<file path="src/rtl/cdb_arbiter_pkg.sv">
// Shared Tomasulo CDB types and constants.
// Tag/value widths, idle tag and ICC flag layout.
package cdb_arbiter_pkg;

  localparam int TAG_W = 5;
  localparam int VAL_W = 32;
  localparam logic [TAG_W-1:0] INVALID_TAG = 5'b11111;

  localparam int ICC_N = 0;
  localparam int ICC_Z = 1;
  localparam int ICC_V = 2;
  localparam int ICC_C = 3;

  typedef struct packed {
    logic [TAG_W-1:0] tag;
    logic [VAL_W-1:0] val;
    logic             setcc;
    logic [3:0]       icc;
  } cdb_msg_t;

endpackage

</file>
<file path="src/rtl/cdb_arbiter_if.sv">
// Result-broadcast bundle between functional units and the CDB.
// master = result sources side, slave = arbiter side.
interface cdb_arbiter_if #(
  parameter int N_SRC = 4
);
  import cdb_arbiter_pkg::*;

  localparam int SW = $clog2(N_SRC);

  logic [N_SRC-1:0]       in_valid;
  logic [N_SRC*TAG_W-1:0] in_tag;
  logic [N_SRC*VAL_W-1:0] in_val;
  logic [N_SRC-1:0]       in_setcc;
  logic [N_SRC*4-1:0]     in_icc;
  logic [N_SRC-1:0]       out_ready;
  logic                   out_CDB_broadcast;
  logic [TAG_W-1:0]       out_CDB_tag;
  logic [VAL_W-1:0]       out_CDB_val;
  logic [SW-1:0]          out_CDB_src;
  logic                   out_ICC_valid;
  logic [3:0]             out_ICC_flags;

  modport master (
    output in_valid, in_tag, in_val,
    output in_setcc, in_icc,
    input  out_ready,
    input  out_CDB_broadcast, out_CDB_tag,
    input  out_CDB_val, out_CDB_src,
    input  out_ICC_valid, out_ICC_flags
  );

  modport slave (
    input  in_valid, in_tag, in_val,
    input  in_setcc, in_icc,
    output out_ready,
    output out_CDB_broadcast, out_CDB_tag,
    output out_CDB_val, out_CDB_src,
    output out_ICC_valid, out_ICC_flags
  );

endinterface

</file>
<file path="src/rtl/cdb_arbiter_rr_arbiter.sv">
// Round-robin picker: first request at or after ptr, wrapping.
// Shared with issue-queue select logic.
module rr_arbiter #(
  parameter int N  = 4,
  parameter int PW = $clog2(N)
) (
  input  logic [N-1:0]  req,
  input  logic [PW-1:0] ptr,
  output logic [N-1:0]  gnt,
  output logic [PW-1:0] idx
);

  logic found;

  always_comb begin
    gnt   = '0;
    idx   = '0;
    found = 1'b0;
    for (int k = 0; k < N; k++) begin
      int j;
      j = int'(ptr) + k;
      if (j >= N) j = j - N;
      if (!found && req[j]) begin
        found  = 1'b1;
        gnt[j] = 1'b1;
        idx    = PW'(j);
      end
    end
  end

endmodule

</file>
<file path="src/rtl/cdb_arbiter.sv">
// Per-source one-entry result slots drained round-robin
// onto the common data bus, one broadcast per clock.
module cdb_arbiter #(
  parameter int N_SRC = 4
) (
  input logic         clk,
  input logic         rst,
  cdb_arbiter_if.slave bus
);
  import cdb_arbiter_pkg::*;

  localparam int SW = $clog2(N_SRC);

  logic [N_SRC-1:0] occ;
  logic [N_SRC-1:0] gnt;
  logic [N_SRC-1:0] acc;
  logic [SW-1:0]    ptr;
  logic [SW-1:0]    g_idx;
  logic             any;
  cdb_msg_t         slot [N_SRC];

  logic             bc_q;
  logic [TAG_W-1:0] tag_q;
  logic [VAL_W-1:0] val_q;
  logic [SW-1:0]    src_q;
  logic             iccv_q;
  logic [3:0]       icc_q;

  rr_arbiter #(.N(N_SRC), .PW(SW)) u_rr (
    .req (occ),
    .ptr (ptr),
    .gnt (gnt),
    .idx (g_idx)
  );

  assign any = |gnt;
  // a granted slot may be refilled on the edge it drains
  assign acc = bus.in_valid & (~occ | gnt);

  assign bus.out_ready         = ~occ | gnt;
  assign bus.out_CDB_broadcast = bc_q;
  assign bus.out_CDB_tag       = tag_q;
  assign bus.out_CDB_val       = val_q;
  assign bus.out_CDB_src       = src_q;
  assign bus.out_ICC_valid     = iccv_q;
  assign bus.out_ICC_flags     = icc_q;

  always_ff @(posedge clk) begin
    for (int i = 0; i < N_SRC; i++) begin
      if (acc[i]) begin
        slot[i].tag   <= bus.in_tag[i*TAG_W +: TAG_W];
        slot[i].val   <= bus.in_val[i*VAL_W +: VAL_W];
        slot[i].setcc <= bus.in_setcc[i];
        slot[i].icc   <= bus.in_icc[i*4 +: 4];
      end
    end
  end

  always_ff @(posedge clk or posedge rst) begin
    if (rst) begin
      occ    <= '0;
      ptr    <= '0;
      bc_q   <= 1'b0;
      tag_q  <= INVALID_TAG;
      val_q  <= '0;
      src_q  <= '0;
      iccv_q <= 1'b0;
      icc_q  <= '0;
    end else begin
      occ <= acc | (occ & ~gnt);
      if (any) begin
        bc_q   <= 1'b1;
        tag_q  <= slot[g_idx].tag;
        val_q  <= slot[g_idx].val;
        src_q  <= g_idx;
        iccv_q <= slot[g_idx].setcc;
        if (slot[g_idx].setcc)
          icc_q <= slot[g_idx].icc;
        ptr <= (g_idx == SW'(N_SRC-1)) ? '0 : g_idx + 1'b1;
      end else begin
        bc_q   <= 1'b0;
        iccv_q <= 1'b0;
        tag_q  <= INVALID_TAG;
      end
    end
  end

endmodule

</file>
<file path="src/flat_wrapper.sv">
// flat-port wrapper written by rule: the top's interface ports become plain ports
module cdb_arbiter_flat import cdb_arbiter_pkg::*;
#(
  parameter int N_SRC = 4
)
  (clk, rst, bus_in_valid, bus_in_tag, bus_in_val, bus_in_setcc, bus_in_icc, bus_out_ready, bus_out_CDB_broadcast, bus_out_CDB_tag, bus_out_CDB_val, bus_out_CDB_src, bus_out_ICC_valid, bus_out_ICC_flags);
  cdb_arbiter_if #(.N_SRC(N_SRC)) bus_i ();
  input logic clk;
  input logic rst;
  input wire logic [$bits(bus_i.in_valid)-1:0] bus_in_valid;
  input wire logic [$bits(bus_i.in_tag)-1:0] bus_in_tag;
  input wire logic [$bits(bus_i.in_val)-1:0] bus_in_val;
  input wire logic [$bits(bus_i.in_setcc)-1:0] bus_in_setcc;
  input wire logic [$bits(bus_i.in_icc)-1:0] bus_in_icc;
  output wire logic [$bits(bus_i.out_ready)-1:0] bus_out_ready;
  output wire logic [$bits(bus_i.out_CDB_broadcast)-1:0] bus_out_CDB_broadcast;
  output wire logic [$bits(bus_i.out_CDB_tag)-1:0] bus_out_CDB_tag;
  output wire logic [$bits(bus_i.out_CDB_val)-1:0] bus_out_CDB_val;
  output wire logic [$bits(bus_i.out_CDB_src)-1:0] bus_out_CDB_src;
  output wire logic [$bits(bus_i.out_ICC_valid)-1:0] bus_out_ICC_valid;
  output wire logic [$bits(bus_i.out_ICC_flags)-1:0] bus_out_ICC_flags;
  assign bus_i.in_valid = bus_in_valid;
  assign bus_i.in_tag = bus_in_tag;
  assign bus_i.in_val = bus_in_val;
  assign bus_i.in_setcc = bus_in_setcc;
  assign bus_i.in_icc = bus_in_icc;
  assign bus_out_ready = bus_i.out_ready;
  assign bus_out_CDB_broadcast = bus_i.out_CDB_broadcast;
  assign bus_out_CDB_tag = bus_i.out_CDB_tag;
  assign bus_out_CDB_val = bus_i.out_CDB_val;
  assign bus_out_CDB_src = bus_i.out_CDB_src;
  assign bus_out_ICC_valid = bus_i.out_ICC_valid;
  assign bus_out_ICC_flags = bus_i.out_ICC_flags;
  cdb_arbiter #(.N_SRC(N_SRC)) u_core (.clk(clk), .rst(rst), .bus(bus_i));
endmodule
</file>
<file path="config.mk">
export PLATFORM = sky130hd
export DESIGN_NAME = cdb_arbiter_flat
export DESIGN_NICKNAME = d
export VERILOG_FILES = /design/src/rtl/cdb_arbiter_pkg.sv /design/src/rtl/cdb_arbiter_if.sv /design/src/rtl/cdb_arbiter_rr_arbiter.sv /design/src/rtl/cdb_arbiter.sv /design/src/flat_wrapper.sv
export SDC_FILE = /design/constraint.sdc
export NUM_CORES = 1
export LEC_CHECK = 0
export CAP_MARGIN = 25
export CORE_MARGIN = 2
export CORE_UTILIZATION = 30
export CTS_BUF_LIST = sky130_fd_sc_hd__clkbuf_8
export CTS_CLUSTER_SIZE = 24
export DETAILED_ROUTE_END_ITERATION = 8
export MAX_ROUTING_LAYER = met4
export PLACE_DENSITY = 0.66
export SLEW_MARGIN = 20
export SYNTH_ARGS = -nofsm -noshare
export SYNTH_HDL_FRONTEND = slang
export SYNTH_SLANG_ARGS = --single-unit
</file>
<file path="constraint.sdc">
create_clock -name clk -period 3.7 [get_ports clk]
set_clock_uncertainty 0.15 [all_clocks]
set_input_delay 0.37 -clock clk [delete_from_list [all_inputs] [get_ports clk]]
set_output_delay 0.37 -clock clk [all_outputs]
set_load 0.01 [all_outputs]
</file>
==> results by group, run 1 <==
Yosys
  – Syn avg cell area: 14.5 µm²
  – Post-synth EDFFs: approximately 170
  – Synthesized cell area: roughly 8800 µm²
  – Predominant post-synthesis flop cell: edfxtp_1
  – Synthesized instance count: between 600 and 700
  – Synth warn: 0
  – Yosys cell types: 47
  – Post-synthesis sequential area ratio: 0.719
  – Ys async rst share: 0.233
  – Number of synthesized register bits: about 220
  – Syn_nets: between 700 and 800

Die
  – Core area: around 29000 µm²
  – Die ar.: 30700 µm²
  – Io pins: between 200 and 250
  – Die Width: between 150 and 200 µm
  – Num rows: 62
  – Initial Util: 0.306
  – Die Y: 175 µm

Clock network
  – Clock Latency Late Sink: ~0.52 ns
  – Sink Count: approximately 220
  – CTS buffer count: 40
  – CTS tree: yes
  – H-tree levels: 2
  – Clock buffer depth: 3
  – Clock transition at path regs: approximately 0.060 ns
  – Clock root cell: clkbuf_8
  – CTS Hold Buffers Added: 0

Setup path
  – Critical path class: flop to output pin
  – Worst setup endpoint: bus_out_ready[1]
  – Worst stage delay on the critical path: roughly 0.55 ns
  – Reg2reg end: u_core.bus.out_CDB_val[9]
  – Arr. time, crit path: roughly 3.0 ns
  – Worst R2R Path Depth: 10
  – Startpoint types: flop
  – Crit-path slowest cell: clkdlybuf4s50_1
  – Critical Path RT: between 3 and 4 ns
  – R2R Setup Slk: about 0.28 ns
  – Start point of the critical path: u_core.ptr[1]
  – CP cell instances: inv_1 -> ha_1 -> buf_4 -> mux2i_4 -> o211ai_1 -> a41oi_2 -> a21oi_1 -> nand2_1 -> clkdlybuf4s50_1
  – FF-to-FF Start: u_core.ptr[1]
  – Crit-path max FO: 10
  – Crit end category: output pin

Placement
  – Dpl cells: between 1000 and 1500
  – GP Congestion: 0.861
  – Area post-placement: 11600 µm²
  – DP Worst Slack: between 0.2 and 0.3 ns
  – Dpl hpwl: approximately 16000 µm
  – Number of I/O port buffers: between 200 and 250

Detailed routing
  – DRT antenna net count: 0
  – Via density per instance: approximately 4.8
  – Via count: roughly 6100
  – WL per Instance: between 15 and 20 µm
  – First DRT Iteration DRCs: around 330
  – Total Wirelength: between 20000 and 30000 µm
  – DRC Markers: 0
  – First drt pass iteration count: 5

STA
  – Crit share post-route: 0.952
  – Finish-stage setup viols: 0
  – RSZ-0062 raised after global routing: false
  – Final worst slack: 0.177 ns
  – Hold Violations, Final: 0
  – Max Slew Vio Count: 0
  – Slew at the pin closest to its max-slew limit: 0.695 ns
  – Tmin final: 3.52 ns
  – Final TNS setup: 0 ns
  – F_max: ~280 MHz
  – Slew headroom: 0.536

Cells and area
  – Nets: approximately 1000
  – Layout area overhead: 40.8%
  – Fin cells: roughly 1300
  – Share of layout cells above drive strength 1: 0.114
  – Final instance area: roughly 12000 µm²

Pwr
  – Cell Pwr Density: 1060 nW/µm²
  – Peak VDD IR: between 900 and 1000 µV
  – Leakage power: 4.66 nW

Run
  – Max-cap viol count: 0

Global routing
  – Largest net degree at the start of global routing: approximately 80
  – Total grt overflow: 0
  – First-pass GRT wire length: between 30000 and 40000 µm
  – Number of global-route vias before repair: around 6500
  – Initial antenna violation count: 4
  – Global Route Usage Sum: 0.167

Min path
  – Min-delay worst type: input port to async pin

Status
  – Status: finished, final reports clean
-- synth_stat cells (all sizes together) (2+ instances only) --
library cell | count | share of area
nand2b | 7 | 0.0050
mux2 | 10 | 0.013
o211ai | 4 | 0.0034
a2111oi | 2 | 0.0028
edfxtp | 168 | 0.57
o221ai | 2 | 0.0020
a311oi | 32 | 0.032
inv | 7 | 0.0030
a21oi | 7 | 0.0040
dfrtp | 46 | 0.13
dfstp | 5 | 0.015
a21o | 33 | 0.028
a31oi | 5 | 0.0036
clkbuf | 31 | 0.013
and2 | 5 | 0.0036
nand2 | 84 | 0.036
and3 | 37 | 0.026
ha | 9 | 0.013
buf | 12 | 0.0078
nor2b | 11 | 0.0078
mux2i | 6 | 0.0068
nor2 | 10 | 0.0043
mux4 | 2 | 0.0051
o21ai | 9 | 0.0051
a211oi | 46 | 0.039
-- cell families after synthesis --
| logic type | after synthesis | synth area share |
|---|---|---|
| flops | 219 | 0.719 |
| simple gates | 162 | 0.0907 |
| compound gates | 146 | 0.128 |
| buf+inv | 51 | 0.0245 |
| mux | 18 | 0.0247 |
| fa+ha+maj | 9 | 0.0128 |
-- power by group --
part,switching (mW),internal [mW]
sequential,0.373,3.90
clock,0.991,1.18
combinational,3.89,2.81
-- cell usage in the layout, fill, tap and decap left out, types with 2 or more instances in the layout --
| cell | synthesis | layout |
|---|---|---|
| inv_2 | 2 | 4 |
| mux2_2 | 2 | 2 |
| a21o_1 | 33 | 33 |
| nor2_1 | 10 | 10 |
| mux2_1 | 8 | 8 |
| a21oi_1 | 7 | 6 |
| nand2_1 | 84 | 83 |
| and2_2 | 0 | 4 |
| nand2b_1 | 7 | 7 |
| clkbuf_8 | 0 | 45 |
| o21ai_0 | 2 | 2 |
| o211ai_1 | 4 | 4 |
| inv_1 | 5 | 22 |
| o21ai_1 | 7 | 7 |
| buf_12 | 0 | 7 |
| clkinvlp_4 | 0 | 2 |
| o221ai_1 | 2 | 2 |
| a311oi_1 | 32 | 32 |
| a31oi_1 | 5 | 4 |
| buf_4 | 2 | 13 |
| clkinv_2 | 0 | 3 |
| nor2b_1 | 11 | 11 |
| mux2i_1 | 6 | 4 |
| ha_1 | 9 | 9 |
| dfstp_2 | 5 | 5 |
| diode_2 | 0 | 4 |
| mux4_2 | 2 | 2 |
| a211oi_1 | 46 | 46 |
| clkdlybuf4s50_1 | 0 | 221 |
| clkinv_1 | 1 | 5 |
| dfrtp_1 | 46 | 46 |
| a2111oi_2 | 1 | 2 |
| edfxtp_1 | 168 | 168 |
| and3_1 | 37 | 37 |
-- sequential cells by signal, indices dropped and copies added, names as in the netlist --
| signal | cells |
|---|---|
| u_core.slot | 168 |
| u_core.ptr | 2 |
| u_core.bus.out_CDB_broadcast | 1 |
| u_core.bus.out_ICC_flags | 4 |
| u_core.bus.out_CDB_src | 2 |
| u_core.bus.out_CDB_val | 32 |
| u_core.bus.out_ICC_valid | 1 |
| u_core.occ | 4 |
| u_core.bus.out_CDB_tag | 5 |
-- critical path: cells and delay by family, from the launching register on --
| family | cells | cell delay (ns) |
|---|---|---|
| buf+inv | 3 | 0.85 |
| simple gates | 1 | 0.13 |
| fa+ha+maj | 1 | 0.33 |
| mux | 1 | 0.29 |
| compound gates | 3 | 0.54 |
| flops | 1 | 0.35 |
-- stage by stage --
| step | hold WS (ns) | util | total power, mW |
|---|---|---|---|
| 6_report | 0.0889 | 0.430 | 13.1 |
| 3_5_place_dp | 0.319 | 0.402 | 11.1 |
| 5_1_grt | 0.116 | 0.430 | 14.1 |
| 4_1_cts | 0.0907 | 0.429 | 13.3 |
| 3_3_place_gp | 0.311 | 0.402 | 10.9 |
| 2_1_floorplan | 0.319 | - | 8.42 |
-- per-layer routing --
layer / global-route usage / part of all wire
met1: 0.205 / 0.41
met2: 0.265 / 0.48
met3: 0.0478 / 0.078
met4: 0.0590 / 0.029
met5: - / 0
-- worst min-delay path by stage --
stage | startpoint | endpoint | slack (ns) | cells past startpoint
global route | rst | u_core.bus.out_CDB_val[27] | 0.12 | 2
finish | rst | u_core.bus.out_CDB_val[27] | 0.09 | 2
CTS | rst | u_core.bus.out_CDB_val[27] | 0.09 | 2
detailed placement | u_core.bus.out_CDB_val[22] | u_core.bus.out_CDB_val[22] | 0.32 | 1
global placement | u_core.bus.out_CDB_val[30] | u_core.bus.out_CDB_val[30] | 0.31 | 1
floorplan | bus_in_icc[0] | u_core.slot[0][0] | 0.32 | 0
-- layout make-up --
type | instances | area, µm²
tap | 384 | 480
clock inverter | 29 | 146
timing repair buffer | 242 | 2460
multi-input combinational | 335 | 2320
antenna | 4 | 10.0
sequential | 219 | 6330
clock buffer | 45 | 619
inverter | 8 | 30.0
fill | 2630 | 16400
-- timing repair --
action                                  CTS  global route
endpoints found under the setup margin    1             3
hold endpoints to repair                  0             0
pin swaps                                 0             2
gates resized for setup                   1             6
setup buffers                             0             1
(Power assumes the default switching activity.)
==> run 2, diff against run 1 <==
- PLACE_DENSITY: 0.66 -> unset
- TNS_END_PERCENT: unset -> 1
==> run 2 against run 1 <==
Effect of this change:
- non-clock buffer count grew 4
- die area is the same
- count of clock-buffer cells in the layout shrank 1
- flip-flop and latch count is the same
- design area grew 0.19%
- largest power group unchanged
- highest routed layer unchanged
==> results by group, run 2 (synthesis results as in run 1) <==
Cells and area
  – Commonest non-fill, non-tap cell in the layout: clkdlybuf4s50_1
  – Max reg flops: 168 (unchanged)
  – Nets: 1033 (+0.39%)
  – Most frequent cells in the layout: clkdlybuf4s50_1 (221), edfxtp_1 (168), nand2_1 (83)
  – Layout area overhead: 41.1%
  – Largest reg by FF count: u_core.slot
  – Share of layout cells above drive strength 1: 0.118 (+0.00402)

Die
  – Initial Util: 0.306 (unchanged)
  – Io pins: 223 (unchanged)
  – Die Y: 175 µm (unchanged)
  – Die ar.: 30700 µm² (unchanged)
  – Num rows: 62 (unchanged)
  – Die Width: 175 µm (unchanged)
  – Core area: 28800 µm² (unchanged)

Clock network
  – Clock Latency Late Sink: 0.54 ns (+0.02 ns)
  – Clock root cell: clkbuf_8
  – CTS tree: yes
  – CTS Hold Buffers Added: 0 (unchanged)
  – Sink Count: 219 (unchanged)
  – CTS buffer count: 40 (unchanged)
  – H-tree levels: 2 (unchanged)
  – Clock transition at path regs: 0.06 ns (about the same)
  – Clock buffer depth: 3 (unchanged)

Setup path
  – Crit-path slowest cell: clkdlybuf4s50_1
  – Buf+Inv Stages, Crit Path: 2 (-1)
  – Startpoint types: flop
  – Arr. time, crit path: 3.08 ns (+0.08 ns)
  – Worst stage delay on the critical path: 0.56 ns (about the same)
  – Crit-path max FO: 18 (+8)
  – Crit end category: output pin
  – Critical path's top delay family: buffers and inverters
  – CP cell instances: buf_4 -> mux2i_1 -> mux2_2 -> nor2_1 -> a31oi_2 -> a21oi_1 -> nand2_1 -> clkdlybuf4s50_1
  – Critical path class: flop to output pin
  – Critical Path RT: 3.18 ns (about the same)

Global routing
  – First-pass GRT wire length: 37900 µm (-0.34%)
  – Largest net degree at the start of global routing: 80 (+1.3%)
  – Initial antenna violation count: 2 (-2)
  – Total grt overflow: 0 (unchanged)
  – Global Route Usage Sum: 0.168 (+0.00123)
  – Number of global-route vias before repair: 6412 (-0.85%)

Placement
  – Number of I/O port buffers: 222 (unchanged)
  – DP Worst Slack: 0.274 ns (-0.0130 ns)
  – Dpl hpwl: 16200 µm (+0.92%)
  – GP Congestion: 0.889 (+3.3%)

Detailed routing
  – Via density per instance: 4.81 (-0.44%)
  – DRC Markers: 0 (unchanged)
  – First drt pass iteration count: 4 (-1)
  – Total Wirelength: 25300 µm (+0.87%)
  – First DRT Iteration DRCs: 301 (-8.2%)
  – Via count: 6095 (-0.28%)
  – WL per Instance: 20.0 µm (+0.71%)
  – DRT antenna net count: 0 (unchanged)

STA
  – Slew headroom: 0.544 (+0.00757)
  – Hold Violations, Final: 0 (unchanged)
  – Final worst slack: 0.0956 ns (-0.0812 ns)
  – Finish-stage setup viols: 0 (unchanged)
  – Slew at the pin closest to its max-slew limit: 0.684 ns (-0.0103 ns)
  – Max Slew Vio Count: 0 (unchanged)
  – Tmin final: 3.60 ns (+0.0812 ns)
  – Crit share post-route: 0.974 (+0.0219)
  – Final TNS setup: 0 ns (unchanged)
  – RSZ-0062 raised after global routing: true
  – F_max: 277 MHz (-2.3%)

Pwr
  – Peak VDD IR: 600 µV (-35%)
  – Leakage power: 4.69 nW (+0.67%)
  – Overall power: 13.3 mW (+0.92%)
  – Cell Pwr Density: 1070 nW/µm² (+0.73%)

Run
  – Max-cap viol count: 0 (unchanged)

Status
  – Status: finished, final reports clean

Min path
  – Min-delay worst type: input port to async pin
run 2: cell count changes in the layout (fill, tap and decap cells not counted), moves of 2 or more:
cell,before,now
clkinvlp_4,2,0
bufinv_16,1,3
buf_4,13,20
buf_12,7,4
inv_1,22,19
clkinv_2,3,5
diode_2,4,2
run 2: cell type report:
class,instances,area (µm²)
Tap cell,384,480
Clock buffer,44,606
Multi-Input combinational cell,335,2300
Timing Repair Buffer,246,2450
Fill cell,2627,16400
Clock inverter,30,215
Inverter,8,30.0
Sequential cell,219,6330
Antenna cell,2,5.00
run 2: worst paths after layout:
kind | depth (start not counted) | slack, ns | startpoint | to
hold reg to reg | 1 | 0.32 | u_core.bus.out_CDB_val[11] | u_core.bus.out_CDB_val[11]
setup reg to reg | 9 | 0.27 | u_core.ptr[1] | u_core.bus.out_CDB_src[0]
max in group asynchronous | 3 | 2.65 | rst | u_core.bus.out_CDB_tag[4]
setup / recovery | 8 | 0.1 | u_core.ptr[0] | bus_out_ready[0]
hold / removal | 2 | 0.03 | rst | u_core.bus.out_CDB_val[28]
min in group clk | 1 | 0.22 | bus_in_val[0] | u_core.slot[0][5]
run 2: routing by layer:
layer,vias up,GRT usage,share of wire
met1,2985,0.216,0.43
met3,49,0.0420,0.072
met2,244,0.260,0.47
met4,0,0.0601,0.028
li1,2817,-,-
met5,-,-,0
run 2: report_power, final:
part,internal [mW],switching [mW],leakage [nW],total (mW)
Clock,1.31,1.01,0.477,2.33
Sequential,3.90,0.350,2.17,4.25
Combinational,2.76,3.93,2.04,6.69
run 2: what timing repair did:
action,4_1_cts,5_1_grt
pin swaps,1,2
resized for setup,2,2
endpoints found under the setup margin,2,3
setup buffers,0,1
run 2: stage by stage:
stage / utilization / hold WS (ns) / std cells / cell area [µm²]
floorplan: - / 0.319 / 605 / 8800
global placement: 0.402 / 0.309 / 1191 / 11600
detailed placement: 0.402 / 0.315 / 1191 / 11600
CTS: 0.431 / 0.00418 / 1265 / 12400
global route: 0.431 / 0.0311 / 1268 / 12400
finish: 0.431 / 0.0251 / 1268 / 12400
run 2: worst register-to-register path, stage by stage, from the launching register on:
cell and delay, ns:
dfrtp_1 0.35, inv_1 0.11, ha_1 0.34, mux4_2 0.57, mux2_1 0.33, o221ai_1 0.16, o221ai_1 0.20, nor4b_4 0.41
buf_4 0.33, mux2_1 0.35
